## src/rtl/cpu_ctrl_pkg.sv

```systemverilog
// cpu_ctrl_pkg: shared encodings for the hardwired control unit.
//   - 5-bit opcode constants (IR[31:27])
//   - 4-bit ALU operation constants
//   - step encoding (T0..T7 plus HALT)
//   - packed control word carried from the decoder to the top
//   - alu_for(): opcode -> ALU operation used in that opcode's ALU step
package cpu_ctrl_pkg;

  localparam logic [4:0] OP_LD   = 5'd0;
  localparam logic [4:0] OP_LDI  = 5'd1;
  localparam logic [4:0] OP_ST   = 5'd2;
  localparam logic [4:0] OP_ADD  = 5'd3;
  localparam logic [4:0] OP_SUB  = 5'd4;
  localparam logic [4:0] OP_AND  = 5'd5;
  localparam logic [4:0] OP_OR   = 5'd6;
  localparam logic [4:0] OP_SHR  = 5'd7;
  localparam logic [4:0] OP_SHL  = 5'd8;
  localparam logic [4:0] OP_ROR  = 5'd9;
  localparam logic [4:0] OP_ROL  = 5'd10;
  localparam logic [4:0] OP_ADDI = 5'd11;
  localparam logic [4:0] OP_ANDI = 5'd12;
  localparam logic [4:0] OP_ORI  = 5'd13;
  localparam logic [4:0] OP_MUL  = 5'd14;
  localparam logic [4:0] OP_DIV  = 5'd15;
  localparam logic [4:0] OP_NEG  = 5'd16;
  localparam logic [4:0] OP_NOT  = 5'd17;
  localparam logic [4:0] OP_BR   = 5'd18;
  localparam logic [4:0] OP_JR   = 5'd19;
  localparam logic [4:0] OP_JAL  = 5'd20;
  localparam logic [4:0] OP_IN   = 5'd21;
  localparam logic [4:0] OP_OUT  = 5'd22;
  localparam logic [4:0] OP_MFHI = 5'd23;
  localparam logic [4:0] OP_MFLO = 5'd24;
  localparam logic [4:0] OP_NOP  = 5'd25;
  localparam logic [4:0] OP_HALT = 5'd26;

  localparam logic [3:0] ALU_ADD = 4'd0;
  localparam logic [3:0] ALU_SUB = 4'd1;
  localparam logic [3:0] ALU_AND = 4'd2;
  localparam logic [3:0] ALU_OR  = 4'd3;
  localparam logic [3:0] ALU_SHR = 4'd4;
  localparam logic [3:0] ALU_SHL = 4'd5;
  localparam logic [3:0] ALU_ROR = 4'd6;
  localparam logic [3:0] ALU_ROL = 4'd7;
  localparam logic [3:0] ALU_MUL = 4'd8;
  localparam logic [3:0] ALU_DIV = 4'd9;
  localparam logic [3:0] ALU_NEG = 4'd10;
  localparam logic [3:0] ALU_NOT = 4'd11;

  typedef enum logic [3:0] {
    T0 = 4'd0, T1 = 4'd1, T2 = 4'd2, T3 = 4'd3,
    T4 = 4'd4, T5 = 4'd5, T6 = 4'd6, T7 = 4'd7,
    HALT = 4'd8
  } step_t;

  typedef struct packed {
    logic gra, grb, grc, rin, rout, baout;
    logic pcout, pcin, incpc, marin, mdrin, mdrout, read, write, irin;
    logic yin, zin, zhighout, zlowout, hiin, loin, hiout, loout, cout;
    logic inportout, outportin, conin;
    logic [3:0] alu_op;
  } ctrl_word_t;

  localparam int CW_W = $bits(ctrl_word_t);

  // Address arithmetic (ld/ldi/st/br) and every unlisted opcode use ADD.
  function automatic logic [3:0] alu_for(input logic [4:0] op);
    case (op)
      OP_SUB:          return ALU_SUB;
      OP_AND, OP_ANDI: return ALU_AND;
      OP_OR,  OP_ORI:  return ALU_OR;
      OP_SHR:          return ALU_SHR;
      OP_SHL:          return ALU_SHL;
      OP_ROR:          return ALU_ROR;
      OP_ROL:          return ALU_ROL;
      OP_MUL:          return ALU_MUL;
      OP_DIV:          return ALU_DIV;
      OP_NEG:          return ALU_NEG;
      OP_NOT:          return ALU_NOT;
      default:         return ALU_ADD;
    endcase
  endfunction

endpackage

```

## src/rtl/ctrl_decode.sv

```systemverilog
// ctrl_decode: purely combinational decode of (step, opcode, con, mem_ready)
// into the datapath control word plus sequencing hints for the step register.
//   step      in  4      current step (step_t encoding)
//   opcode    in  5      IR[31:27]
//   con       in  1      branch condition flip-flop
//   mem_ready in  1      memory has completed the current Read/Write
//   cw        out CW_W   packed ctrl_word_t
//   last_step out 1      this is the final step of the instruction
//   mem_wait  out 1      memory step still waiting: repeat this step
//   halt_req  out 1      halt instruction: leave to HALT instead of T0
module ctrl_decode
  import cpu_ctrl_pkg::*;
(
  input  logic [3:0]      step,
  input  logic [4:0]      opcode,
  input  logic            con,
  input  logic            mem_ready,
  output logic [CW_W-1:0] cw,
  output logic            last_step,
  output logic            mem_wait,
  output logic            halt_req
);

  step_t      st;
  ctrl_word_t c;

  assign st = step_t'(step);
  assign cw = c;

  always_comb begin
    // NOTE: every output gets a default before the case so no path leaves a
    // value unassigned; that is what keeps this block free of latches.
    c         = '0;
    last_step = 1'b0;
    mem_wait  = 1'b0;
    halt_req  = 1'b0;

    unique case (st)
      T0: begin c.pcout = 1'b1; c.marin = 1'b1; c.incpc = 1'b1; c.zin = 1'b1; end
      T1: begin
        c.zlowout = 1'b1; c.pcin = 1'b1; c.read = 1'b1; c.mdrin = 1'b1;
        mem_wait  = !mem_ready;
      end
      T2: begin c.mdrout = 1'b1; c.irin = 1'b1; end
      HALT: ;
      default: begin
        case (opcode)
          OP_ADD, OP_SUB, OP_AND, OP_OR, OP_SHR, OP_SHL, OP_ROR, OP_ROL,
          OP_ADDI, OP_ANDI, OP_ORI, OP_LDI: begin
            // The three immediate-style forms differ only in T3 source and
            // T4 operand B (register vs. sign-extended constant).
            case (st)
              T3: begin
                c.grb = 1'b1; c.yin = 1'b1;
                if (opcode == OP_LDI) c.baout = 1'b1;
                else                  c.rout  = 1'b1;
              end
              T4: begin
                c.zin    = 1'b1;
                c.alu_op = alu_for(opcode);
                if (opcode inside {OP_ADDI, OP_ANDI, OP_ORI, OP_LDI}) c.cout = 1'b1;
                else begin c.grc = 1'b1; c.rout = 1'b1; end
              end
              T5: begin c.zlowout = 1'b1; c.gra = 1'b1; c.rin = 1'b1; last_step = 1'b1; end
              default: ;
            endcase
          end
          OP_LD, OP_ST: begin
            case (st)
              T3: begin c.grb = 1'b1; c.baout = 1'b1; c.yin = 1'b1; end
              T4: begin c.cout = 1'b1; c.zin = 1'b1; c.alu_op = ALU_ADD; end
              T5: begin c.zlowout = 1'b1; c.marin = 1'b1; end
              T6: begin
                c.mdrin = 1'b1;
                if (opcode == OP_LD) begin c.read = 1'b1; mem_wait = !mem_ready; end
                else begin c.gra = 1'b1; c.rout = 1'b1; end
              end
              T7: begin
                last_step = 1'b1;
                if (opcode == OP_LD) begin c.mdrout = 1'b1; c.gra = 1'b1; c.rin = 1'b1; end
                else begin c.write = 1'b1; mem_wait = !mem_ready; end
              end
              default: ;
            endcase
          end
          OP_MUL, OP_DIV: begin
            case (st)
              T3: begin c.gra = 1'b1; c.rout = 1'b1; c.yin = 1'b1; end
              T4: begin c.grb = 1'b1; c.rout = 1'b1; c.zin = 1'b1; c.alu_op = alu_for(opcode); end
              T5: begin c.zlowout = 1'b1; c.loin = 1'b1; end
              T6: begin c.zhighout = 1'b1; c.hiin = 1'b1; last_step = 1'b1; end
              default: ;
            endcase
          end
          OP_NEG, OP_NOT: begin
            case (st)
              T3: begin c.grb = 1'b1; c.rout = 1'b1; c.zin = 1'b1; c.alu_op = alu_for(opcode); end
              T4: begin c.zlowout = 1'b1; c.gra = 1'b1; c.rin = 1'b1; last_step = 1'b1; end
              default: ;
            endcase
          end
          OP_BR: begin
            case (st)
              T3: begin c.gra = 1'b1; c.rout = 1'b1; c.conin = 1'b1; end
              T4: begin c.pcout = 1'b1; c.yin = 1'b1; end
              T5: begin c.cout = 1'b1; c.zin = 1'b1; c.alu_op = ALU_ADD; end
              T6: begin
                last_step = 1'b1;
                // Untaken branch spends T6 idle so both outcomes take 7 cycles.
                if (con) begin c.zlowout = 1'b1; c.pcin = 1'b1; end
              end
              default: ;
            endcase
          end
          OP_JAL: begin
            case (st)
              T3: begin c.pcout = 1'b1; c.grb = 1'b1; c.rin = 1'b1; end
              T4: begin c.gra = 1'b1; c.rout = 1'b1; c.pcin = 1'b1; last_step = 1'b1; end
              default: ;
            endcase
          end
          OP_JR:   if (st == T3) begin c.gra = 1'b1; c.rout = 1'b1; c.pcin = 1'b1; last_step = 1'b1; end
          OP_IN:   if (st == T3) begin c.gra = 1'b1; c.rin = 1'b1; c.inportout = 1'b1; last_step = 1'b1; end
          OP_OUT:  if (st == T3) begin c.gra = 1'b1; c.rout = 1'b1; c.outportin = 1'b1; last_step = 1'b1; end
          OP_MFHI: if (st == T3) begin c.gra = 1'b1; c.rin = 1'b1; c.hiout = 1'b1; last_step = 1'b1; end
          OP_MFLO: if (st == T3) begin c.gra = 1'b1; c.rin = 1'b1; c.loout = 1'b1; last_step = 1'b1; end
          OP_HALT: if (st == T3) begin halt_req = 1'b1; last_step = 1'b1; end
          OP_NOP:  if (st == T3) last_step = 1'b1;
          // Opcodes 27..31 are reserved and behave as nop.
          default: if (st == T3) last_step = 1'b1;
        endcase
      end
    endcase
  end

endmodule

```

## src/rtl/control_unit.sv

```systemverilog
// control_unit: hardwired sequencer for the single-bus RISC CPU.
// Holds the step register (T0..T7, HALT); all strobes are decoded
// combinationally by ctrl_decode from the current step and IR[31:27].
//   clock, reset_n            clock (rising edge), async active-low reset
//   IR[31:0], CON             instruction register, branch condition
//   mem_ready                 memory completion for Read/Write steps
//   stop, start               halt at next instruction boundary / resume
//   Gra..BAout                register select/encode controls
//   PCout..IRin               PC, MAR/MDR, memory and IR controls
//   Yin..Cout                 Y/Z/HI/LO and constant controls
//   InPortout, OutPortin, CONin  port and CON flip-flop controls
//   alu_op[3:0]               ALU operation
//   run                       1 while executing, 0 in HALT
module control_unit
  import cpu_ctrl_pkg::*;
(
  input  logic        clock,
  input  logic        reset_n,
  input  logic [31:0] IR,
  input  logic        CON,
  input  logic        mem_ready,
  input  logic        stop,
  input  logic        start,
  output logic        Gra, Grb, Grc, Rin, Rout, BAout,
  output logic        PCout, PCin, IncPC, MARin, MDRin, MDRout, Read, Write, IRin,
  output logic        Yin, Zin, Zhighout, Zlowout, HIin, LOin, HIout, LOout, Cout,
  output logic        InPortout, OutPortin, CONin,
  output logic [3:0]  alu_op,
  output logic        run
);

  step_t           step_q, step_nx;
  logic [CW_W-1:0] cw_bits;
  ctrl_word_t      cw, cw_o;
  logic            last_step, mem_wait, halt_req;
  logic            ir_unused;

  // Operand fields of IR are consumed by the select/encode stage, not here.
  assign ir_unused = ^IR[26:0];

  ctrl_decode u_decode (
    .step      (step_q),
    .opcode    (IR[31:27]),
    .con       (CON),
    .mem_ready (mem_ready),
    .cw        (cw_bits),
    .last_step (last_step),
    .mem_wait  (mem_wait),
    .halt_req  (halt_req)
  );

  always_comb begin
    step_nx = step_q;
    if (step_q == HALT) begin
      if (start) step_nx = T0;
    end else if (mem_wait) begin
      step_nx = step_q;
    end else if (last_step) begin
      step_nx = (halt_req || stop) ? HALT : T0;
    end else begin
      step_nx = step_t'(step_q + 4'd1);
    end
  end

  // NOTE: sequential state uses non-blocking assignments so every flop
  // samples the pre-edge values of its inputs.
  always_ff @(posedge clock or negedge reset_n) begin
    if (!reset_n) step_q <= T0;
    else          step_q <= step_nx;
  end

  // NOTE: the step register resets to T0, whose decode is the fetch strobes;
  // masking with reset_n keeps every strobe low while reset is held and drops
  // any in-flight strobe (e.g. a waiting Write) in the same cycle reset falls.
  assign cw   = ctrl_word_t'(cw_bits);
  assign cw_o = reset_n ? cw : '0;
  assign run  = (step_q != HALT);

  assign Gra       = cw_o.gra;
  assign Grb       = cw_o.grb;
  assign Grc       = cw_o.grc;
  assign Rin       = cw_o.rin;
  assign Rout      = cw_o.rout;
  assign BAout     = cw_o.baout;
  assign PCout     = cw_o.pcout;
  assign PCin      = cw_o.pcin;
  assign IncPC     = cw_o.incpc;
  assign MARin     = cw_o.marin;
  assign MDRin     = cw_o.mdrin;
  assign MDRout    = cw_o.mdrout;
  assign Read      = cw_o.read;
  assign Write     = cw_o.write;
  assign IRin      = cw_o.irin;
  assign Yin       = cw_o.yin;
  assign Zin       = cw_o.zin;
  assign Zhighout  = cw_o.zhighout;
  assign Zlowout   = cw_o.zlowout;
  assign HIin      = cw_o.hiin;
  assign LOin      = cw_o.loin;
  assign HIout     = cw_o.hiout;
  assign LOout     = cw_o.loout;
  assign Cout      = cw_o.cout;
  assign InPortout = cw_o.inportout;
  assign OutPortin = cw_o.outportin;
  assign CONin     = cw_o.conin;
  assign alu_op    = cw_o.alu_op;

endmodule

```

## config.mk

```make
export PLATFORM = sky130hd
export DESIGN_NAME = control_unit
export DESIGN_NICKNAME = d
export VERILOG_FILES = /design/src/rtl/cpu_ctrl_pkg.sv /design/src/rtl/ctrl_decode.sv /design/src/rtl/control_unit.sv
export SDC_FILE = /design/constraint.sdc
export NUM_CORES = 1
export LEC_CHECK = 0
export CORE_MARGIN = 4
export CORE_UTILIZATION = 40
export DETAILED_ROUTE_END_ITERATION = 6
export MAX_ROUTING_LAYER = met4
export PLACE_DENSITY = 0.81
export SLEW_MARGIN = 20
export SYNTH_ARGS = -nofsm -noshare
export SYNTH_HDL_FRONTEND = slang
export SYNTH_HIERARCHICAL = 1
export SYNTH_SLANG_ARGS = --single-unit
```

## constraint.sdc

```tcl
create_clock -name clock -period 4.6 [get_ports clock]
set_clock_uncertainty 0.2 [all_clocks]
set_input_delay 0.46 -clock clock [delete_from_list [all_inputs] [get_ports clock]]
set_output_delay 0.46 -clock clock [all_outputs]
set_load 0.05 [all_outputs]
```

==> reports/summary.md <==
The run finished with clean final reports. The overall global routing resource usage was 20.1%; the initial antenna violation count was 0. The die extent in y was 69.0 microns; the count of synthesis-stage warnings from yosys was 6. In this run, post-CTS hold repair placed 0 buffers. After detailed routing, the average wire length per cell comes to 14.2 microns.

The first global-routing pass estimated 7.22 mm of wire. STA classifies the critical path startpoint as an input pin. The count of nets after finishing was 311; the number of slew-limit violations in the final report was 0. The region available for standard cell placement spans 3470 sq um. The number of antenna diodes in the final layout is 0. The final hold violation count was 0.

The largest registers in the layout are step_q x4. For this configuration, the core starts out at a cell density of 42.9%. For this design the total switching power over the nets is 0.411 mW.

The number of unique standard cell types used by synthesis came out at 56. In this run the tool buffered the top-level ports with 42 buffer cells. Startpoint of the tightest hold check path: step_q[3].

Of the total synthesized cell area, the portion taken by full adders, half adders and majority gates is 7.41%. The tools report the layout filler cell count as 350. The combinational cell fraction of total power came out at 70.2%. In this run, synthesis produced a sequential element count of 4.

The final routed DRC violation total is 0. In this run, the number of DRC markers left after iteration 0 of detailed routing was 110. Based on the critical path, the design can be clocked at up to 244 MHz. The xor/xnor cell area share of the yosys netlist was 0%. Measured in cells, the most critical reg-to-reg path has a length of 7. Most frequent cell on the critical path: sky130_fd_sc_hd__clkdlybuf4s50_1. step_q holds more flip-flops than any other register. Summing every instance area after synthesis gives 1490 sq um. The number of buffers created by CTS is 3. Counting flops with an async set or reset pin after synthesis yields a share of 100%. The sequential-to-total area share from yosys stat was 6.73%; the tightest slew margin relative to the limit was 53.6%.

The commonest cells after synthesis are 37 x sky130_fd_sc_hd__and2_1, 34 x sky130_fd_sc_hd__nor2_1, 11 x sky130_fd_sc_hd__nand2_1, 10 x sky130_fd_sc_hd__nor3_1. Cell internal power was estimated by the tool at 0.322 mW. A synthesized cell averages 6.46 sq um.

Across the whole layout, storage elements account for 100 sq um. The layout overhead on the synthesized area works out to 30.6%. TritonCTS built the clock tree. At the pin with the least slew margin, the transition time is 0.696 ns.

The worst setup path is captured at an output port. The source of the worst register-to-register timing path is step_q[0]. Number of flip-flops under the largest register name: 4. The total number of clock tree sinks is 4, and the fraction of the mapped netlist area in simple logic gates is 48.9%. Setup total negative slack on the finished layout was measured at 0 ns. The category of the critical setup timing path is input pin to output port. Setup repair after global routing left no endpoint under its margin. The count of nets left with antenna violations once routing finished came out at 0.

Areal power density over the cells: 378 nW/um^2. Summed over all instances, the cell type with the most area after synthesis is sky130_fd_sc_hd__and2_1. The multiplexer share of the synthesized area was 3.45%; the global-route congestion overflow total was 0.

The most used standard cell by instance count after synthesis was sky130_fd_sc_hd__and2_1. After clock tree synthesis, the setup repair step added 0 buffers. Power share of the clock group: 10.4%. The worst path needs 4.10 ns of the cycle, external delays included. Of the cells placed in the final design, the portion with a size suffix greater than 1 is 12.2%.

The slowest stage of the critical path belongs to the cell sky130_fd_sc_hd__clkdlybuf4s50_1. The longest clock path from root to sink contains 2 buffers. Setup violations remaining at the end of the flow were counted as 0.

The total nets after synthesis was 276. The final critical-path setup slack was 0.498 ns; the via density per instance was 5.61. 70 I/O pins were placed. The tools report the global routing usage on met2 as 31.8%.

The maximum level of the CTS H-tree is 1. The tools report the worst setup timing slack at the placement stage as 0.514 ns. The fraction of power spent switching nets is 56.0%, and the peak supply drop is 0.360 mV. In this run the worst hold path is classified as flip-flop to flip-flop. The die is 69.0 microns wide. In the post-synthesis netlist, the biggest area contributors are sky130_fd_sc_hd__and2_1 16%, sky130_fd_sc_hd__nor2_1 8.6%, sky130_fd_sc_hd__dfrtp_1 6.7%, sky130_fd_sc_hd__ha_1 6.7%, sky130_fd_sc_hd__nor3_1 3.4%. The required time of the critical path is 3.94 ns. For this design the static power due to leakage is 0.800 nW. Clock-pin slew was measured on the worst setup and hold paths at 0.03 ns. The first detailed-routing pass took 4 iterations. The post-route clock period utilization was 89.2%. In this run, synthesis inferred 0 flip-flops with an integrated enable. Summing the areas of all compound-gate instances in the mapped netlist gives 25.9% of the synthesized area. The routed design has 4.38 mm of wire.

Final weighted congestion in routability-driven placement: 0.950. Traced cell by cell, the critical path runs through clkdlybuf4s50_1, inv_1, ha_1, nor4b_1, or4_1, nand4_1, a211o_1, and2_1, clkdlybuf4s50_1. The max-capacitance violation count was 0.

The latest clock arrival within the worst-skew pair was 0.22 ns; the arrival time of data at the critical path endpoint was 3.44 ns. In the synthesized netlist the dominant register cell turns out to be sky130_fd_sc_hd__dfrtp_1. The root buffer cell chosen for the clock tree is sky130_fd_sc_hd__clkbuf_8. The combinational family with the most area after synthesis was simple AND/OR/NAND/NOR gates.

The logs give 2.12 ns for the internal reg-to-reg setup slack and 2.76% for the met3 usage in global routing. Number of instances resized during post-cts repair: 0. For the vias after detailed routing, the log shows 1732. The run gives 1571 as the via count of the first global-routing pass. Of the post-synthesis cell area, the dominant cell type holds 15.6%. Entering global routing, the biggest net connects 25 pins. In this run the worst path has a maximum fanout of 9. Once detailed placement completed, the half-perimeter wirelength came to 3.31 mm. The global routing stage identified its most utilized layer as met2. The total number of placement rows was 21; the maximum single-stage delay on the critical path was 0.79 ns. The cell depth of the worst hold path is 1. The run gives 19.4% as the power share of the sequential group.

The die covers 4760 sq um. The gate count of the mapped netlist was 230; the area taken by multi-input logic gates was 1270 sq um. The worst register-to-register path ends at step_q[0]. Met1 demand-to-capacity share in global routing: 26.3%. The path with the worst hold slack has its endpoint at step_q[3].
## through the flow
step / total power [mW] / cell area [sq um] / hold slack, ns / std cells / utilization (%)
global route: 0.796 / 1940 / 0.655 / 309 / 56.0
global placement: 0.641 / 1900 / 0.607 / 306 / 54.8
floorplan: 0.518 / 1490 / -0.0356 / 230 / -
detailed placement: 0.655 / 1900 / 0.615 / 306 / 54.8
finish: 0.733 / 1940 / 0.622 / 309 / 56.0
CTS: 0.735 / 1940 / 0.614 / 309 / 56.0
## metal layers
layer  part of all wire, %  wire length (microns)
met5                     0                      0
met4                   2.1                     94
met3                   5.6                    245
met2                    46                   2010
met1                    46                   2040
## kinds of logic after synthesis
group / Yosys count
compound gates: 52
fa+ha+maj: 9
flops: 4
mux: 5
buf+inv: 27
simple gates: 133
## worst max-delay path by stage
stage,slack [ns],end,from,cells past startpoint
floorplan,1.56,Zin,IR[28],9
global placement,0.52,Rin,IR[27],9
detailed placement,0.51,Rin,IR[28],9
CTS,0.51,Rin,IR[28],9
global route,0.34,Rin,IR[27],9
finish,0.50,Rin,IR[28],9
## area by class of cell
type                            instances  area share [%]
Inverter                               10            1.93
Timing Repair Buffer                   47            22.2
Sequential cell                         4            5.16
Tap cell                               46            2.97
Clock buffer                            3            2.13
Multi-Input combinational cell        199            65.6
## cell usage in the layout, fill, tap and decap left out, drive strengths merged, types with 5 or more instances in the layout
master         count
nand3              8
ha                 8
and2              37
nand2b             5
clkdlybuf4s50     31
nor2              34
nor2b              6
buf               16
a31oi              6
a21oi              8
o21ai              5
inv               10
and3               6
nor3              10
nand2             11
## worst max-delay path, delay by kind of cell
family	cells	cell delay [ns]
and+or+nand+nor	4	1.04
AOI/OAI and AO/OA	1	0.15
buffers and inverters	3	1.44
adders and majority gates	1	0.36
## power by group through the flow
stage / clock network, mW / registers (mW) / logic, mW
6_report: 0.0762 / 0.143 / 0.515
5_1_grt: 0.0817 / 0.153 / 0.561
4_1_cts: 0.0783 / 0.141 / 0.515
3_5_place_dp: 0 / 0.142 / 0.513
3_3_place_gp: 0 / 0.140 / 0.501
2_1_floorplan: 0 / 0.0779 / 0.440
No activity file was read; power rests on OpenSTA's default activity.
